File: config.mk
export PLATFORM = sky130hd
export DESIGN_NAME = uart_rx
export DESIGN_NICKNAME = d
export VERILOG_FILES = /design/src/rtl/uart_rx_pkg.sv /design/src/rtl/uart_rx_fifo.sv /design/src/rtl/uart_rx.sv
export SDC_FILE = /design/constraint.sdc
export NUM_CORES = 1
export LEC_CHECK = 0
export BUFFER_PORTS_ARGS = -buffer_cell sky130_fd_sc_hd__buf_4
export CORE_MARGIN = 2
export CORE_UTILIZATION = 30
export DETAILED_ROUTE_END_ITERATION = 12
export GPL_ROUTABILITY_DRIVEN = 0
export HOLD_SLACK_MARGIN = 0.15
export PLACE_DENSITY = 0.64
export REMOVE_ABC_BUFFERS = 1
export SKIP_CTS_REPAIR_TIMING = 1
export SLEW_MARGIN = 20
export SYNTH_ARGS = -nofsm -noshare
export SYNTH_HDL_FRONTEND = slang
export SYNTH_HIERARCHICAL = 1
export SYNTH_SLANG_ARGS = --single-unit
File: constraint.sdc
create_clock -name clk_i -period 3.9 [get_ports clk_i]
set_input_delay 0.195 -clock clk_i [delete_from_list [all_inputs] [get_ports clk_i]]
set_output_delay 0.195 -clock clk_i [all_outputs]
set_load 0.02 [all_outputs]
File: src/rtl/uart_rx_pkg.sv
// uart_rx_pkg: shared register offsets, STATUS bit positions and receiver FSM states.
package uart_rx_pkg;
    typedef enum logic [2:0] {IDLE, START, DATA, STOP, BREAK} rx_state_t;
    localparam logic [3:0] RXDATA_OFS = 4'h0;
    localparam logic [3:0] STATUS_OFS = 4'h8;
    localparam int ST_NOT_EMPTY = 0;
    localparam int ST_FULL = 1;
    localparam int ST_OVERRUN = 2;
    localparam int ST_FRAME_ERR = 3;
    localparam int ST_COUNT_LSB = 8;
endpackage

File: src/rtl/uart_rx_fifo.sv
// uart_rx_fifo: synchronous FIFO holding received bytes.
//   clk_i/rst_i : clock, async active-low reset
//   push/din    : write request and data (dropped when full unless popping)
//   pop/dout    : read request and head entry
//   full/empty/count : occupancy status
module uart_rx_fifo import uart_rx_pkg::*; #(
    parameter int WIDTH = 8,
    parameter int DEPTH = 8
) (
    input  logic                       clk_i,
    input  logic                       rst_i,
    input  logic                       push,
    input  logic                       pop,
    input  logic [WIDTH-1:0]           din,
    output logic [WIDTH-1:0]           dout,
    output logic                       full,
    output logic                       empty,
    output logic [$clog2(DEPTH):0]     count
);
    localparam int AW = $clog2(DEPTH);
    localparam int NW = AW + 1;
    logic [WIDTH-1:0] mem [DEPTH];
    logic [AW-1:0] wptr, rptr;
    logic do_push, do_pop;
    assign full = count == NW'(DEPTH);
    assign empty = count == '0;
    // A pop frees the slot being written, so a full FIFO still accepts a push.
    assign do_push = push & (~full | pop);
    assign do_pop = pop & ~empty;
    assign dout = mem[rptr];
    always_ff @(posedge clk_i or negedge rst_i)
        if (!rst_i) begin
            wptr <= '0;
            rptr <= '0;
            count <= '0;
        end else begin
            if (do_push) wptr <= wptr + 1'b1;
            if (do_pop) rptr <= rptr + 1'b1;
            count <= count + NW'(do_push) - NW'(do_pop);
        end
    always_ff @(posedge clk_i)
        if (do_push) mem[wptr] <= din;
endmodule

File: src/rtl/uart_rx.sv
// uart_rx: 8N1 UART receiver with byte FIFO and Wishbone slave register interface.
//   clk_i/rst_i   : clock, async active-low reset
//   urx_*         : Wishbone slave (RXDATA at 0x0, STATUS at 0x8; only adr[3] decoded)
//   uart_rx_i     : asynchronous serial input, idles high
module uart_rx import uart_rx_pkg::*; #(
    parameter int CLK_FREQ = 50000000,
    parameter int BAUD = 115200,
    parameter int FIFO_DEPTH = 8,
    parameter int DAT_WIDTH = 64,
    parameter int ADR_WIDTH = 32
) (
    input  logic                   clk_i,
    input  logic                   rst_i,
    input  logic                   urx_cyc_i,
    input  logic                   urx_stb_i,
    input  logic                   urx_we_i,
    input  logic [ADR_WIDTH-1:0]   urx_adr_i,
    input  logic [DAT_WIDTH-1:0]   urx_dat_i,
    input  logic [DAT_WIDTH/8-1:0] urx_sel_i,
    output logic [DAT_WIDTH-1:0]   urx_dat_o,
    output logic                   urx_ack_o,
    output logic                   urx_err_o,
    input  logic                   uart_rx_i
);
    localparam int CPB = CLK_FREQ / BAUD;
    localparam int CW = $clog2(CPB);
    localparam int NW = $clog2(FIFO_DEPTH) + 1;
    localparam logic [CW-1:0] HALF = CW'(CPB / 2 - 1);
    localparam logic [CW-1:0] FULL = CW'(CPB - 1);
    logic rx_s1, rx, push, frame_set, full, empty, overrun, frame_err;
    logic req, is_stat, pop, wr_stat, ack_q, err_q;
    rx_state_t state, state_nx;
    logic [CW-1:0] cnt, cnt_nx;
    logic [2:0] idx, idx_nx;
    logic [7:0] sh, sh_nx, head;
    logic [NW-1:0] count;
    logic [15:0] stat;
    logic [DAT_WIDTH-1:0] rx_word, dat_q;
    logic unused;
    assign unused = ^{urx_sel_i, urx_adr_i[ADR_WIDTH-1:4], urx_adr_i[2:0],
                      urx_dat_i[DAT_WIDTH-1:4], urx_dat_i[1:0]};
    always_ff @(posedge clk_i or negedge rst_i)
        if (!rst_i) {rx, rx_s1} <= 2'b11;
        else {rx, rx_s1} <= {rx_s1, uart_rx_i};
    always_ff @(posedge clk_i or negedge rst_i)
        if (!rst_i) begin
            state <= IDLE;
            cnt <= '0;
            idx <= '0;
            sh <= '0;
        end else begin
            state <= state_nx;
            cnt <= cnt_nx;
            idx <= idx_nx;
            sh <= sh_nx;
        end
    always_comb begin
        state_nx = state;
        cnt_nx = cnt;
        idx_nx = idx;
        sh_nx = sh;
        push = 1'b0;
        frame_set = 1'b0;
        case (state)
            IDLE: if (!rx) begin
                state_nx = START;
                cnt_nx = HALF;
            end
            START: if (cnt != '0) cnt_nx = cnt - 1'b1;
                else if (rx) state_nx = IDLE;
                else begin
                    state_nx = DATA;
                    idx_nx = '0;
                    cnt_nx = FULL;
                end
            DATA: if (cnt != '0) cnt_nx = cnt - 1'b1;
                else begin
                    sh_nx = {rx, sh[7:1]};
                    cnt_nx = FULL;
                    idx_nx = idx + 1'b1;
                    if (idx == 3'd7) state_nx = STOP;
                end
            STOP: if (cnt != '0) cnt_nx = cnt - 1'b1;
                else if (rx) begin
                    push = 1'b1;
                    state_nx = IDLE;
                end else begin
                    frame_set = 1'b1;
                    state_nx = BREAK;
                end
            BREAK: if (rx) state_nx = IDLE;
            default: state_nx = IDLE;
        endcase
    end
    uart_rx_fifo #(.WIDTH(8), .DEPTH(FIFO_DEPTH)) u_fifo (
        .clk_i(clk_i), .rst_i(rst_i), .push(push), .pop(pop), .din(sh),
        .dout(head), .full(full), .empty(empty), .count(count)
    );
    // The cycle after an ack/err never starts a new request, so one transfer pops at most once.
    assign req = urx_cyc_i & urx_stb_i & ~(ack_q | err_q);
    assign is_stat = urx_adr_i[3] == STATUS_OFS[3];
    assign pop = req & ~urx_we_i & ~is_stat & ~empty;
    assign wr_stat = req & urx_we_i & is_stat;
    assign rx_word = {{(DAT_WIDTH-9){1'b0}}, ~empty, empty ? 8'h00 : head};
    always_comb begin
        stat = '0;
        stat[ST_NOT_EMPTY] = ~empty;
        stat[ST_FULL] = full;
        stat[ST_OVERRUN] = overrun;
        stat[ST_FRAME_ERR] = frame_err;
        stat[ST_COUNT_LSB +: 8] = 8'(count);
    end
    always_ff @(posedge clk_i or negedge rst_i)
        if (!rst_i) begin
            overrun <= 1'b0;
            frame_err <= 1'b0;
            ack_q <= 1'b0;
            err_q <= 1'b0;
            dat_q <= '0;
        end else begin
            // Set dominates a same-cycle write-1-to-clear.
            overrun <= (push & full & ~pop) | (overrun & ~(wr_stat & urx_dat_i[ST_OVERRUN]));
            frame_err <= frame_set | (frame_err & ~(wr_stat & urx_dat_i[ST_FRAME_ERR]));
            ack_q <= req & ~(urx_we_i & ~is_stat);
            err_q <= req & urx_we_i & ~is_stat;
            dat_q <= (req & ~urx_we_i) ? (is_stat ? DAT_WIDTH'(stat) : rx_word) : '0;
        end
    assign urx_dat_o = dat_q;
    assign urx_ack_o = ack_q & urx_stb_i;
    assign urx_err_o = err_q & urx_stb_i;
endmodule
==> results of run 1 <==
## stage by stage
stage / cell area, µm² / power (mW) / util, %
final: 6290 / 3.28 / 35.3
after global routing: 6290 / 3.41 / 35.3
after CTS: 6240 / 3.30 / 35.0
after detailed placement: 5650 / 1.78 / 31.7
after global placement: 5650 / 1.77 / 31.7
after floorplan: 5120 / 1.67 / -
## critical path, cell delays in order (launching register included)
cell and delay [ns]:
dfrtp_1 0.37, inv_1 0.11, ha_1 0.16, or3b_2 0.48, inv_1 0.11, nor4_2 0.05
buf_4 0.18, or4b_1 0.60, nand2_2 0.19, ha_1 0.26, inv_1 0.06, ha_1 0.15
inv_1 0.05, fa_1 0.38, xnor2_1 0.15
## placed cells by master, fill, tap and decap left out, types with 8 or more instances in the layout
cell	Yosys	routed
and2_1	9	9
buf_4	52	32
clkbuf_16	0	17
conb_1	1	52
dfrtp_1	49	49
edfxtp_1	64	64
ha_1	11	11
inv_1	18	18
mux2_2	17	17
mux4_1	16	16
nand2_1	12	12
nor2_1	15	15
nor3_1	12	12
o21ai_0	8	8
## power by group through the flow
| stage | combinational (mW) | sequential [mW] | clock, mW |
|---|---|---|---|
| 2_1_floorplan | 0.236 | 1.43 | 0 |
| 3_3_place_gp | 0.289 | 1.48 | 0 |
| 3_5_place_dp | 0.296 | 1.48 | 0 |
| 4_1_cts | 0.304 | 1.46 | 1.54 |
| 5_1_grt | 0.339 | 1.47 | 1.60 |
| 6_report | 0.308 | 1.45 | 1.52 |
## cells by family after synthesis
kind of cell	share of synthesized area, %
other cells	0.0694
compound gates	5.28
fa+ha+maj	2.92
mux	11.8
simple gates	9.59
buf+inv	9.94
xor+xnor	1.14
flops	59.3
## sequential cells by signal (all words and copies together) (netlist names)
register / cells
ack_q: 1
cnt: 9
err_q: 1
frame_err: 1
idx: 3
overrun: 1
rx: 1
rx_s1: 1
sh: 8
state: 3
u_fifo/count: 4
u_fifo/mem: 64
u_fifo/rptr: 3
u_fifo/wptr: 3
urx_dat_o: 12
## per-layer routing
metal / up-vias / share of wire, % / global-route usage (%)
met5: - / 0 / 0
met4: 0 / 0.83 / 4.56
met2: 128 / 52 / 18.6
met3: 5 / 4.9 / 2.81
met1: 1514 / 43 / 12.3
li1: 1397 / - / -
## path summary, 6_finish.rpt
kind / from / endpoint / cells after the start
setup reg to reg: u_fifo/count[2]$_DFF_PN0_ / u_fifo/count[2]$_DFF_PN0_ / 14
max in group asynchronous: rst_i / urx_dat_o[5]$_DFF_PN0_ / 2
hold / removal: urx_cyc_i / ack_q$_DFF_PN0_ / 3
hold reg to reg: rx_s1$_DFF_PN1_ / rx$_DFF_PN1_ / 0
min in group asynchronous: rst_i / urx_dat_o[9]$_DFF_PN0_ / 2
setup / recovery: u_fifo/count[2]$_DFF_PN0_ / u_fifo/count[2]$_DFF_PN0_ / 14
## layout make-up
type / instances / area share, %
Multi-Input combinational cell: 231 / 29.5
Tap cell: 229 / 4.55
Sequential cell: 115 / 50.9
Clock buffer: 23 / 7.76
Timing Repair Buffer: 37 / 4.61
Clock inverter: 9 / 1.67
Inverter: 18 / 1.07
==> flow_metrics.py, run 1 <==
metrics = {
    "timing": {
        "final-max-slew-violation-count": 0,
        "fmax_mhz": 291,
        "final.setup.worst_slack_ns": 0.462,
        "worstMarginPinSlew_ns": 0.966,
        "final-setup-viol-count": 0,
        "rsz0062_at_grt": "false",
        "relSlewSlack_pct": 35.6,
        "whs_ns": 0.151,
        "period_share_pct": 88.2,
        "hold_viol": 0,
        "fin_worst_skew_ns": 0.0103,
        "layout_min_cycle_time_ns": 3.44,
        "finalSetupTns_ns": 0,
    },
    "logic_synthesis": {
        "synth-main-ff-cell": "edfxtp_1",
        "post-synth-top-count-cell": "edfxtp_1",
        "synthTopCellsByArea": "edfxtp_1 36%, dfrtp_1 23%, mux4_1 7.8%, buf_4 7.2%, mux2_2 3.5%",
        "synth-edff-count": 64,
        "synth_area_leader_cell": "edfxtp_1",
        "ys_warn_count": 6,
        "yosysSeqAreaShare_pct": 59.3,
        "syn_area_mm2": 0.00540,
        "syn_inst": 377,
        "ys_seq_elements": 115,
        "synthDistinctLibCells": 66,
        "synth_commonest_cells": "64 x edfxtp_1, 52 x buf_4, 49 x dfrtp_1, 18 x inv_1, 17 x mux2_2",
        "synth_top_area_share_pct": 35.6,
        "avgSynthCellArea_um2": 14.3,
        "async_reset_ff_share_pct": 44.3,
    },
    "drt": {
        "vias_per_cell": 4.60,
        "wl_mm": 9.68,
        "dr.pass1.iters": 4,
        "wl_per_cell_um": 14.6,
        "drtIter0Drc": 258,
        "ant_nets": 0,
        "via_count": 3044,
        "drc": 0,
    },
    "run": {
        "maxCapViolCount": 0,
    },
    "power_and_ir_drop": {
        "sequentialPowerShare_pct": 44.3,
        "power_density_mw_per_mm2": 521,
        "power_switching_mw": 0.792,
        "ir_drop_mv": 0.279,
        "p_leak_nw": 2.82,
        "pwr-share-clk_pct": 46.3,
        "swShare_pct": 24.2,
        "p_int_mw": 2.48,
        "power_frac_comb_pct": 9.4,
    },
    "cts": {
        "cts_buffer_depth": 2,
        "cts_buffers": 17,
        "cts_root_buf": "clkbuf_16",
        "path_clk_slew_ns": 0.05,
        "cts_tree": "done",
        "cts_max_level": 4,
        "cts_num_sinks": 115,
        "clk_latency_ns": 0.41,
    },
    "layout": {
        "area_growth_pct": 16.5,
        "drive_gt1_share_pct": 21.7,
        "fill_cells": 1675,
        "seq_area_mm2": 0.00320,
        "nNetsFinal": 542,
        "diodes": 0,
        "multi_input_area_mm2": 0.00185,
        "final_cells": 662,
    },
    "floorplanning": {
        "rows": 49,
        "start_util_pct": 30.3,
        "dieArea_mm2": 0.0191,
        "pin_count": 176,
        "core_mm2": 0.0178,
        "fp.dieW_um": 138,
        "die_h_um": 138,
    },
    "grt": {
        "grt.overflow.total": 0,
        "antenna_found_initial": 0,
        "grt_pass1_vias": 3081,
        "grt_pass1_wl_mm": 15.9,
        "grt_max_degree": 52,
        "grtUsageTotal_pct": 10.6,
    },
    "placed_design": {
        "port_buffers": 22,
        "dp_hpwl_mm": 6.31,
        "dp_worst_setup_slack_ns": 0.491,
        "dpl.cell_count": 625,
    },
    "critical_path": {
        "crit_required_ns": 4.19,
        "end_kind": "flip-flop",
        "critical_path_class": "flip-flop to flip-flop",
        "critPathArrivalTime_ns": 3.73,
        "worstPathMaxFanout": 12,
        "r2r_setup_slack_ns": 0.46,
        "start_kind": "flip-flop",
    },
    "run_status": {
        "outcome": "finished clean",
    },
    "min_path": {
        "hold_class": "input port to flip-flop",
    },
}
No activity file was read; power rests on OpenSTA's default activity.
==> inputs of run 2 (changes only) <==
--- a/config.mk
+++ b/config.mk
@@ -6,12 +6,14 @@
 export NUM_CORES = 1
 export LEC_CHECK = 0
 export BUFFER_PORTS_ARGS = -buffer_cell sky130_fd_sc_hd__buf_4
+export CELL_PAD_IN_SITES_DETAIL_PLACEMENT = 0
+export CELL_PAD_IN_SITES_GLOBAL_PLACEMENT = 1
 export CORE_MARGIN = 2
 export CORE_UTILIZATION = 30
 export DETAILED_ROUTE_END_ITERATION = 12
 export GPL_ROUTABILITY_DRIVEN = 0
 export HOLD_SLACK_MARGIN = 0.15
-export PLACE_DENSITY = 0.64
+export PLACE_DENSITY = 0.74
 export REMOVE_ABC_BUFFERS = 1
 export SKIP_CTS_REPAIR_TIMING = 1
 export SLEW_MARGIN = 20
==> run 2 against run 1 <==
Sequential cell count did not move. Clock skew fell by 0.0026 ns. Largest cell class unchanged. Count of clock-buffer cells in the layout fell by 3. Non-clock buffer count did not move. Hold slack barely moved.
==> flow_metrics.py, run 2 (synthesized netlist as in run 1, its figures left out) <==
metrics = {
    "run_status": {
        "outcome": "finished clean",
    },
    "cts": {
        "clk_latency_ns": 0.40,
        "cts_buffers": 17,
        "path_clk_slew_ns": 0.05,
        "cts_buffer_depth": 2,
        "cts_max_level": 4,
        "cts_tree": "done",
        "cts_root_buf": "clkbuf_16",
        "cts_num_sinks": 115,
    },
    "critical_path": {
        "critPathArrivalTime_ns": 3.68,
        "cp_slowest_stage_delay_ns": 0.59,
        "start_kind": "flip-flop",
        "critical_path_class": "flip-flop to flip-flop",
        "worstPathMaxFanout": 12,
        "path_common_cell": "inv_1",
        "path_cells": "inv_1 -> ha_1 -> or3b_2 -> inv_1 -> nor4_2 -> buf_4 -> or4b_1 -> nand2_2 -> ha_1 -> inv_1 -> ha_1 -> inv_1 -> fa_1 -> xnor2_1",
        "cp_top_family": "simple AND/OR/NAND/NOR gates",
        "r2r-start": "u_fifo/count[2]$_DFF_PN0_",
        "path_buf_inv": 5,
        "crit_required_ns": 4.19,
        "r2r_setup_slack_ns": 0.51,
        "r2r_end": "u_fifo/count[2]$_DFF_PN0_",
        "reg2reg_depth": 14,
        "end_kind": "flip-flop",
        "cp_slowest_cell": "or4b_1",
        "startpoint": "u_fifo/count[2]$_DFF_PN0_",
    },
    "drt": {
        "via_count": 3024,
        "wl_per_cell_um": 14.9,
        "drtIter0Drc": 212,
        "dr.pass1.iters": 5,
        "ant_nets": 0,
        "drc": 0,
        "wl_mm": 9.84,
        "vias_per_cell": 4.57,
    },
    "floorplanning": {
        "fp.dieW_um": 138,
        "rows": 49,
        "die_h_um": 138,
        "start_util_pct": 30.3,
        "pin_count": 176,
        "dieArea_mm2": 0.0191,
        "core_mm2": 0.0178,
    },
    "timing": {
        "relSlewSlack_pct": 38.6,
        "period_share_pct": 86.8,
        "finalSetupTns_ns": 0,
        "final-max-slew-violation-count": 0,
        "worstMarginPinSlew_ns": 0.921,
        "rsz0062_at_grt": "false",
        "final-setup-viol-count": 0,
        "fin_worst_skew_ns": 0.00764,
        "layout_min_cycle_time_ns": 3.39,
        "hold_viol": 0,
        "fmax_mhz": 295,
    },
    "layout": {
        "layout_commonest_cell": "edfxtp_1",
        "drive_gt1_share_pct": 21.0,
        "largest_register": "u_fifo/mem",
        "diodes": 0,
        "nNetsFinal": 542,
        "mostFrequentLayoutCells": "64 x edfxtp_1, 52 x conb_1, 49 x dfrtp_1",
        "largest_reg_flops": 64,
        "stdcell_area_mm2": 0.00630,
        "area_growth_pct": 16.6,
    },
    "power_and_ir_drop": {
        "power_density_mw_per_mm2": 526,
        "pwr-share-clk_pct": 47.2,
        "power_mw": 3.32,
        "sequentialPowerShare_pct": 43.7,
        "swShare_pct": 23.5,
        "power_switching_mw": 0.778,
        "power_frac_comb_pct": 9.0,
        "p_leak_nw": 2.83,
        "ir_drop_mv": 0.297,
        "p_int_mw": 2.54,
    },
    "min_path": {
        "hp-start": "urx_cyc_i",
        "hold_class": "input port to flip-flop",
        "hold_depth": 3,
        "min_to": "ack_q$_DFF_PN0_",
    },
    "grt": {
        "grt_max_degree": 52,
        "grt_pass1_wl_mm": 16.0,
        "grt.overflow.total": 0,
        "grt_pass1_vias": 2921,
        "grtUsageTotal_pct": 10.8,
        "antenna_found_initial": 0,
    },
    "placed_design": {
        "placed_cell_area_mm2": 0.00565,
        "dp_hpwl_mm": 6.54,
        "port_buffers": 22,
    },
    "run": {
        "maxCapViolCount": 0,
    },
}
## run 2: changes by cell type in the layout (fill, tap and decap cells not counted), sizes merged
| cell | change |
|---|---|
| bufinv | +2 |
| clkbuf | -3 |
| clkinv | +3 |
| clkinvlp | -2 |
## run 2: per-stage QoR
step / hold slack, ns / worst slack, ns / utilization (%) / instances
detailed placement: 0.287 / 0.505 / 31.7 / 625
global route: 0.166 / 0.278 / 35.3 / 662
CTS: -0.147 / 0.491 / 35.0 / 657
finish: 0.151 / 0.514 / 35.3 / 662
floorplan: -0.101 / 0.825 / - / 364
global placement: 0.277 / 0.540 / 31.7 / 625
## run 2: layer usage
layer | GRT usage (%) | wire length (µm) | vias to the layer above
li1 | - | - | 1393
met1 | 13.8 | 4310 | 1518
met2 | 17.6 | 4950 | 102
met3 | 3.53 | 471 | 11
met4 | 3.54 | 108 | 0
met5 | 0 | 0 | -
## run 2: worst min-delay path: cells and delay by family
kind                   cells  cell delay [ns]
buffers and inverters      1             0.11
and+or+nand+nor            1             0.15
AOI/OAI and AO/OA          1             0.06
## run 2: how the worst max path moves through the flow
stage | to | slack (ns) | cells past startpoint
floorplan | u_fifo/mem[0][0]$_DFFE_PP_ | 0.82 | 7
global placement | u_fifo/count[2]$_DFF_PN0_ | 0.54 | 14
detailed placement | u_fifo/count[2]$_DFF_PN0_ | 0.50 | 14
CTS | u_fifo/count[3]$_DFF_PN0_ | 0.49 | 14
global route | u_fifo/count[3]$_DFF_PN0_ | 0.28 | 14
finish | u_fifo/count[2]$_DFF_PN0_ | 0.51 | 14
## run 2: power groups by stage
| stage | registers (mW) | clock network (mW) | logic [mW] |
|---|---|---|---|
| finish | 1.45 | 1.57 | 0.299 |
| floorplan | 1.43 | 0 | 0.236 |
| detailed placement | 1.48 | 0 | 0.296 |
| CTS | 1.46 | 1.60 | 0.299 |
| global placement | 1.47 | 0 | 0.290 |
| global route | 1.47 | 1.67 | 0.334 |
## run 2: area by class of cell
cell class | instances | area [µm²]
fillers | 1673 | 11500
repair buffers | 37 | 290
multi-input cells | 231 | 1850
flip-flops and latches | 115 | 3200
inverters | 18 | 67.6
clock inverters | 12 | 163
well taps | 229 | 287
clock buffers | 20 | 437
